### src/rtl/bcd_addsub_serial.sv
// Digit-serial BCD adder/subtractor, DPC digits per cycle, valid/ready on both sides.
// Subtraction adds the nine's complement of B with an inverted carry-in (ten's complement).
module bcd_addsub_serial #(
  parameter int N_DIGITS = 3,
  parameter int DPC      = 1
) (
  input  logic                  clk,
  input  logic                  rst,
  input  logic                  in_valid,
  output logic                  in_ready,
  input  logic                  mode,
  input  logic                  cin,
  input  logic [4*N_DIGITS-1:0] A,
  input  logic [4*N_DIGITS-1:0] B,
  output logic                  out_valid,
  input  logic                  out_ready,
  output logic [4*N_DIGITS-1:0] Sum,
  output logic                  Cout,
  output logic                  invalid
);

  localparam int W     = 4 * N_DIGITS;
  localparam int STEPS = N_DIGITS / DPC;
  localparam int CW    = (STEPS > 1) ? $clog2(STEPS) : 1;

  typedef enum logic [1:0] {IDLE, CALC, DONE} state_t;

  state_t          state_q, state_d;
  logic [W-1:0]    a_q, a_d, b_q, b_d, sh_q, sh_d, sum_q, sum_d;
  logic            cout_q, cout_d, inv_q, inv_d, bad_q, bad_d, carry_q, carry_d;
  logic [CW-1:0]   cnt_q, cnt_d;

  logic [W-1:0]    digs, sh_next;
  logic [4:0]      s;
  logic [3:0]      d;
  logic            c;

  function automatic logic any_gt9(input logic [W-1:0] v);
    logic r;
    r = 1'b0;
    for (int unsigned i = 0; i < N_DIGITS; i++) r = r | (v[4*i +: 4] > 4'd9);
    return r;
  endfunction

  function automatic logic [W-1:0] nines(input logic [W-1:0] v);
    logic [W-1:0] r;
    r = '0;
    for (int unsigned i = 0; i < N_DIGITS; i++) r[4*i +: 4] = 4'd9 - v[4*i +: 4];
    return r;
  endfunction

  always_ff @(posedge clk or negedge rst) begin
    if (!rst) state_q <= IDLE;
    else      state_q <= state_d;
  end

  always_ff @(posedge clk or negedge rst) begin
    if (!rst) begin
      a_q     <= '0;
      b_q     <= '0;
      sh_q    <= '0;
      sum_q   <= '0;
      cout_q  <= 1'b0;
      inv_q   <= 1'b0;
      bad_q   <= 1'b0;
      carry_q <= 1'b0;
      cnt_q   <= '0;
    end else begin
      a_q     <= a_d;
      b_q     <= b_d;
      sh_q    <= sh_d;
      sum_q   <= sum_d;
      cout_q  <= cout_d;
      inv_q   <= inv_d;
      bad_q   <= bad_d;
      carry_q <= carry_d;
      cnt_q   <= cnt_d;
    end
  end

  always_comb begin
    state_d = state_q;
    a_d     = a_q;
    b_d     = b_q;
    sh_d    = sh_q;
    sum_d   = sum_q;
    cout_d  = cout_q;
    inv_d   = inv_q;
    bad_d   = bad_q;
    carry_d = carry_q;
    cnt_d   = cnt_q;
    digs    = '0;
    s       = '0;
    d       = '0;
    c       = carry_q;

    // DPC-digit ripple slice over the low digits of the shifting operand registers
    for (int unsigned j = 0; j < DPC; j++) begin
      s = {1'b0, a_q[4*j +: 4]} + {1'b0, b_q[4*j +: 4]} + {4'd0, c};
      if (s > 5'd9) begin
        d = s[3:0] + 4'd6;
        c = 1'b1;
      end else begin
        d = s[3:0];
        c = 1'b0;
      end
      digs[4*j +: 4] = d;
    end
    sh_next = (sh_q >> (4*DPC)) | (digs << (W - 4*DPC));

    case (state_q)
      IDLE: begin
        if (in_valid) begin
          a_d     = A;
          b_d     = mode ? nines(B) : B;
          carry_d = mode ? ~cin : cin;
          bad_d   = any_gt9(A) | any_gt9(B);
          cnt_d   = '0;
          state_d = CALC;
        end
      end
      CALC: begin
        // Digit check is flagged at capture and resolved here, giving invalid ops a one-cycle latency.
        if (bad_q) begin
          sum_d   = '0;
          cout_d  = 1'b0;
          inv_d   = 1'b1;
          state_d = DONE;
        end else begin
          a_d     = a_q >> (4*DPC);
          b_d     = b_q >> (4*DPC);
          carry_d = c;
          sh_d    = sh_next;
          cnt_d   = cnt_q + 1'b1;
          if (cnt_q == CW'(STEPS - 1)) begin
            sum_d   = sh_next;
            cout_d  = c;
            inv_d   = 1'b0;
            state_d = DONE;
          end
        end
      end
      DONE: begin
        if (out_ready) state_d = IDLE;
      end
      default: state_d = IDLE;
    endcase
  end

  assign in_ready  = (state_q == IDLE);
  assign out_valid = (state_q == DONE);
  assign Sum       = sum_q;
  assign Cout      = cout_q;
  assign invalid   = inv_q;

endmodule
### config.mk
export PLATFORM = sky130hd
export DESIGN_NAME = bcd_addsub_serial
export DESIGN_NICKNAME = d
export VERILOG_FILES = /design/src/rtl/bcd_addsub_serial.sv
export SDC_FILE = /design/constraint.sdc
export NUM_CORES = 1
export LEC_CHECK = 0
export CAP_MARGIN = 20
export CORE_MARGIN = 2
export CORE_UTILIZATION = 41
export DETAILED_ROUTE_END_ITERATION = 8
export PLACE_DENSITY = 0.69
export SKIP_LAST_GASP = 1
export SYNTH_ARGS = -nofsm -noshare
export SYNTH_HDL_FRONTEND = slang
export SYNTH_SLANG_ARGS = --single-unit
### constraint.sdc
create_clock -name clk -period 4.3 [get_ports clk]
set_clock_uncertainty 0.1 [all_clocks]
set_input_delay 0.645 -clock clk [delete_from_list [all_inputs] [get_ports clk]]
set_output_delay 0.645 -clock clk [all_outputs]
set_load 0.05 [all_outputs]
-- Yosys cells after proc, flatten, opt, wreduce, memory -nomap -nowiden
Cells that the tools add are included.
- $add $sub $neg: 7
- magnitude comparators: 7
- equal/unequal tests: 7
- multiplexer cells: 27
- bitwise operators: 8
- reduce and logical (&&, ||, !) cells: 8
- operator list (kind ; number):
    12-bit 2-to-1 mux ; 7
    12-bit case mux with 2 select lines ; 2
    4-bit greater-than comparator, second input constant ; 6
    2-bit 2-to-1 mux ; 6
    8-bit by 12-bit OR with 12-bit output ; 1
    4-bit subtractor, first input constant ; 3
    1-bit 2-to-1 mux ; 8
    2-bit case mux with 3 select lines ; 1
    2-bit AND reduction ; 3
    3-bit AND reduction ; 2
    4-bit by 4-bit adder with 5-bit output ; 1
    5-bit by 1-bit adder with 5-bit output ; 1
    5-bit by 4-bit greater-than comparator with 1-bit output, second input constant ; 1
    1-bit OR ; 5
    4-bit by 3-bit adder with 4-bit output, second input constant ; 1
    2-bit == test, second input constant ; 2
    4-bit 2-to-1 mux ; 1
    2-bit != test, second input constant ; 2
    2-bit case mux with 2 select lines ; 1
    2-bit nonzero test ; 2
    3-bit != test, second input constant ; 1
    2-bit by 1-bit adder with 2-bit output, second input constant ; 1
    2-bit by 1-bit == test with 1-bit output, second input constant ; 1
    2-bit logical NOT ; 1
    3 further kinds ; 4
- flip-flop bits (word level): 56
- input bits: 30
- output and inout bits: 16
- word-level logic and storage cells: 74

-- Longest topological paths before layout
- word-level depth: 7
- gate-level depth with buffers: 9
- mapped depth without buffers: 9

-- Least setup slack after synthesis
No wires, ideal clock.
- path type: reg-to-reg
- start: register a_q[0]
- end: register sh_q[10]
- setup time: 0.101 ns
- arrival: 2.683 ns
- required time: 4.099 ns
- slack: 1.416 ns
- stages on the path, launching flop included: 10
- buffers on the path: 0
- period minus slack after synthesis: 2.884 ns
- path through: dfrtp_1 > fa_1 > fa_1 > xor2_2 > inv_1 > ha_1 > and2b_1 > a2111o_1 > and2_4 > o311ai_2
- longest elaborated chain between the ends: 5
- elaborated cells between the ends (all ways): 6
- those cells by class: add/sub: 3; order compare: 1; mux: 1; bitwise: 1
- ends and longest elaborated chain (element ; RTL line ; source):
    from (decl) ; 29 ; logic [W-1:0] a_q, a_d, b_q, b_d, sh_q, sh_d, sum_q, sum_d;
    from (signal assigned) ; 59 ; a_q <= '0;
    from (signal assigned) ; 69 ; a_q <= a_d;
    4-bit by 4-bit adder with 5-bit output (*) ; 99 ; s = {1'b0, a_q[4*j +: 4]} + {1'b0, b_q[4*j +: 4]} + {4'd0, c};
    5-bit by 1-bit adder with 5-bit output (*) ; 99 ;
    4-bit by 3-bit adder with 4-bit output or 5-bit by 4-bit greater-than comparator with 1-bit output (tied branches) ; 101, 100 ;
    4-bit 2-to-1 mux (*) ; 100 ; if (s > 5'd9) begin
    8-bit by 12-bit OR with 12-bit output (*) ; 109 ; sh_next = (sh_q >> (4*DPC)) | (digs << (W - 4*DPC));
    to (signal assigned) ; 61 ; sh_q <= '0;
    to (signal assigned) ; 71 ; sh_q <= sh_d;
    to (decl) ; 29 ;
Every way passes the cells marked *; elsewhere a longest branch is shown, timed or not.
A chain may end at the register's enable or synchronous reset.

-- Final worst setup path
- start: register a_q[0]
- end: register sum_q[9] (netlist: Sum[9])
- longest elaborated chain between the ends: 7
- elaborated cells between the ends (all ways): 8
- those cells by class: add/sub: 3; order compare: 1; mux: 3; bitwise: 1
- ends and longest elaborated chain (element ; RTL line ; source):
    4-bit by 4-bit adder with 5-bit output (*) ; 99 ;
    5-bit by 1-bit adder with 5-bit output (*) ; 99 ;
    4-bit by 3-bit adder with 4-bit output or 5-bit by 4-bit greater-than comparator with 1-bit output (tied branches) ; 101, 100 ;
    4-bit 2-to-1 mux (*) ; 100 ;
    8-bit by 12-bit OR with 12-bit output (*) ; 109 ;
    12-bit 2-to-1 mux (*) ; 135 ; if (cnt_q == CW'(STEPS - 1)) begin
    12-bit 2-to-1 mux (*) ; 124 ; if (bad_q) begin
    to (signal assigned) ; 72 ; sum_q <= sum_d;
    to (decl) ; 29 ;
Every way passes the cells marked *; elsewhere a longest branch is shown, timed or not. The select of a mux whose other input is x is not followed.

==> metrics.yaml <==
status:
  status: "finished clean"
logic_synthesis:
  synth_top_area_share_pct: 50.0
  synthCells: 272
  yosys.cell_types.count: 34
  synth-edff-count: 0
  syn-num-nets: 312
  yosys-top-cells-count: "nand2_1, dfrtp_1, o21ai_1, nor2_1, a21oi_1"
  syn-cell-area_sq_um: 2600
  synth_area_per_cell_sq_um: 9.57
  synthFlopType: "dfrtp_1"
  async_reset_ff_share_pct: 100
  yosysWarnings: 0
  yosysMostFrequentCell: "nand2_1"
  ys_seq_elements: 52
  synth_largest_area_cell: "dfrtp_1"
  synth-seq-area-share_pct: 50.0
  synth_area_leaders: "dfrtp_1, nand2_1, mux2i_1"
grt:
  grt_first_pass_wirelength_microns: 8750
  antenna_found_initial: 0
  grt.overflow.total: 0
  grt.total_usage_pct: 15.5
  grt_max_degree: 36
  grt_pass1_vias: 1934
clock_network:
  htreeDepth: 2
  clk-insertion-delay-late_ns: 0.30
  cts.path.max_buffers: 2
  cts_setup_buffers: 0
  cts.sinks: 52
  cts.clk_slew.worst_paths_ns: 0.09
  numCtsBuffers: 5
  cts_tree: "yes"
  cts_hold_buf: 0
  cts_root_buf: "clkbuf_8"
  cts_resized: 0
final_layout:
  area_growth_pct: 23.2
  antennaDiodeCount: 0
  drive_above_1_share_pct: 7.01
  fin_nets: 353
  fin_util_pct: 51.4
timing:
  tightestPinTransition_ns: 0.792
  maxSlewViolCount: 0
  finalHoldViolCount: 0
  period_needed_ns: 3.07
  finalSetupViolCount: 0
  rsz0062_at_grt: "no"
  slew_headroom_pct: 47.2
  setup_tns_ns: 0
  max_freq_ghz: 0.326
  post-route-period-util_pct: 71.4
floorplan:
  num_io_pins: 46
  rows: 29
  die_h_microns: 83.7
  dieArea_sq_um: 7000
  initial_core_util_pct: 41.7
  fp.dieW_microns: 83.7
  core_area_sq_um: 6240
place:
  routabilityCongestion: 0.763
  io_buffers: 45
  place_hpwl_microns: 3890
worst_setup_path:
  worstReg2RegStart: "a_q[0]"
  reg2reg_to: "Sum[9]"
  reg2reg_depth: 9
  path_max_fanout: 5
  slowest_stage: "fa_1"
  crit_type: "flop to flop"
  cpMostUsedCell: "fa_1"
  crit_arrival_ns: 3.18
  worstPathCellList: "fa_1 > fa_1 > xor2_2 > inv_1 > ha_1 > and2b_1 > a2111o_1 > and3_4 > o31ai_1"
  startpoint_type: "flop"
  crit_required_ns: 4.41
  cp-end-kind: "flop"
  max_stage_delay_ns: 0.47
  rrSetupSlack_ns: 1.23
route:
  drc: 0
  dr.pass1.iters: 4
  vias_per_cell: 5.08
  drt-total-wl_microns: 5100
  ant_nets: 0
  vias: 1986
  wl_per_cell_microns: 13.0
  drt_iter0_drc: 74
hold_path:
  hold_path.class: "input pin to asynchronous set/reset pin"
job:
  drv_cap: 0
power_and_ir_drop:
  cellPowerDensity_nw_per_um2: 655
  ir_drop_mv: 0.268
  power.leakage_nw: 1.46
-- cell families after synthesis --
| logic type | count (synthesis) | synth area share (%) |
|---|---|---|
| XOR/XNOR | 8 | 2.98 |
| buffers and inverters | 26 | 4.04 |
| multiplexers | 12 | 4.61 |
| adder cells (fa/ha/maj) | 10 | 5.38 |
| flip-flops | 52 | 50.0 |
| AND/OR/NAND/NOR | 93 | 15.9 |
| AO/OA/AOI/OAI | 71 | 17.2 |
-- cells in the final DEF, fill, tap and decap left out, types with 9 or more instances in the layout --
master / Yosys / routed
clkdlybuf4s50_1: 0 / 44
o21ai_0: 9 / 9
nor2_1: 16 / 16
nand2_1: 54 / 54
o21ai_1: 24 / 24
dfrtp_1: 52 / 52
a21oi_1: 15 / 15
mux2i_1: 12 / 12
inv_1: 11 / 11
a22o_1: 12 / 12
-- worst max-delay path by stage --
| stage | start | to | slack (ns) | depth (start not counted) |
|---|---|---|---|---|
| 2_1_floorplan | a_q[0] | sh_q[10] | 1.42 | 9 |
| 3_3_place_gp | a_q[0] | sh_q[10] | 1.32 | 9 |
| 3_5_place_dp | a_q[0] | Sum[9] | 1.25 | 9 |
| 4_1_cts | a_q[0] | Sum[9] | 1.23 | 9 |
| 5_1_grt | a_q[0] | Sum[9] | 1.09 | 9 |
| 6_report | a_q[0] | Sum[9] | 1.23 | 9 |
-- worst max-delay path: cells and delay by family (launching register included) --
kind	cells	cell delay (ns)
DFF	1	0.41
and+or+nand+nor	2	0.37
adders and majority gates	3	1.13
xor gates and xnor gates	1	0.23
buffers and inverters	1	0.07
AOI/OAI and AO/OA	2	0.66
-- layer usage --
metal | share of wire (%) | wire [microns] | GRT usage [%]
met5 | 0 | 0 | 0
met4 | 1.1 | 57 | 4.84
met3 | 4.9 | 249 | 3.96
met2 | 49 | 2490 | 25.8
met1 | 45 | 2310 | 20.0
-- power by group --
part,total (mW),switching [mW],internal (mW)
Sequential,0.768,0.119,0.649
Combinational,1.04,0.590,0.451
Clock,0.291,0.160,0.131
Total,2.10,0.869,1.23
-- flip-flops by register name (all words and copies together), names as in the netlist --
register  count
invalid       1
Sum          12
a_q          12
b_q          12
bad_q         1
state_q       2
sh_q          8
carry_q       1
Cout          1
cnt_q         2
-- layout make-up --
cell class | instances | area (sq um)
repair buffers | 49 | 475
inverters | 11 | 41.3
clock inverters | 1 | 7.51
flip-flops and latches | 52 | 1300
clock buffers | 7 | 86.3
well taps | 77 | 96.3
multi-input cells | 194 | 1200
fillers | 594 | 3030
-- through the flow --
stage	worst slack (ns)	hold WS, ns	std cells	instance area (sq um)	total power, mW
floorplan	1.42	0.249	272	2600	1.56
global placement	1.32	0.360	383	3110	1.79
detailed placement	1.25	0.364	383	3110	1.83
CTS	1.23	0.166	391	3210	2.12
global route	1.09	0.170	391	3210	2.28
finish	1.23	0.156	391	3210	2.10
(Power assumes the default switching activity.)
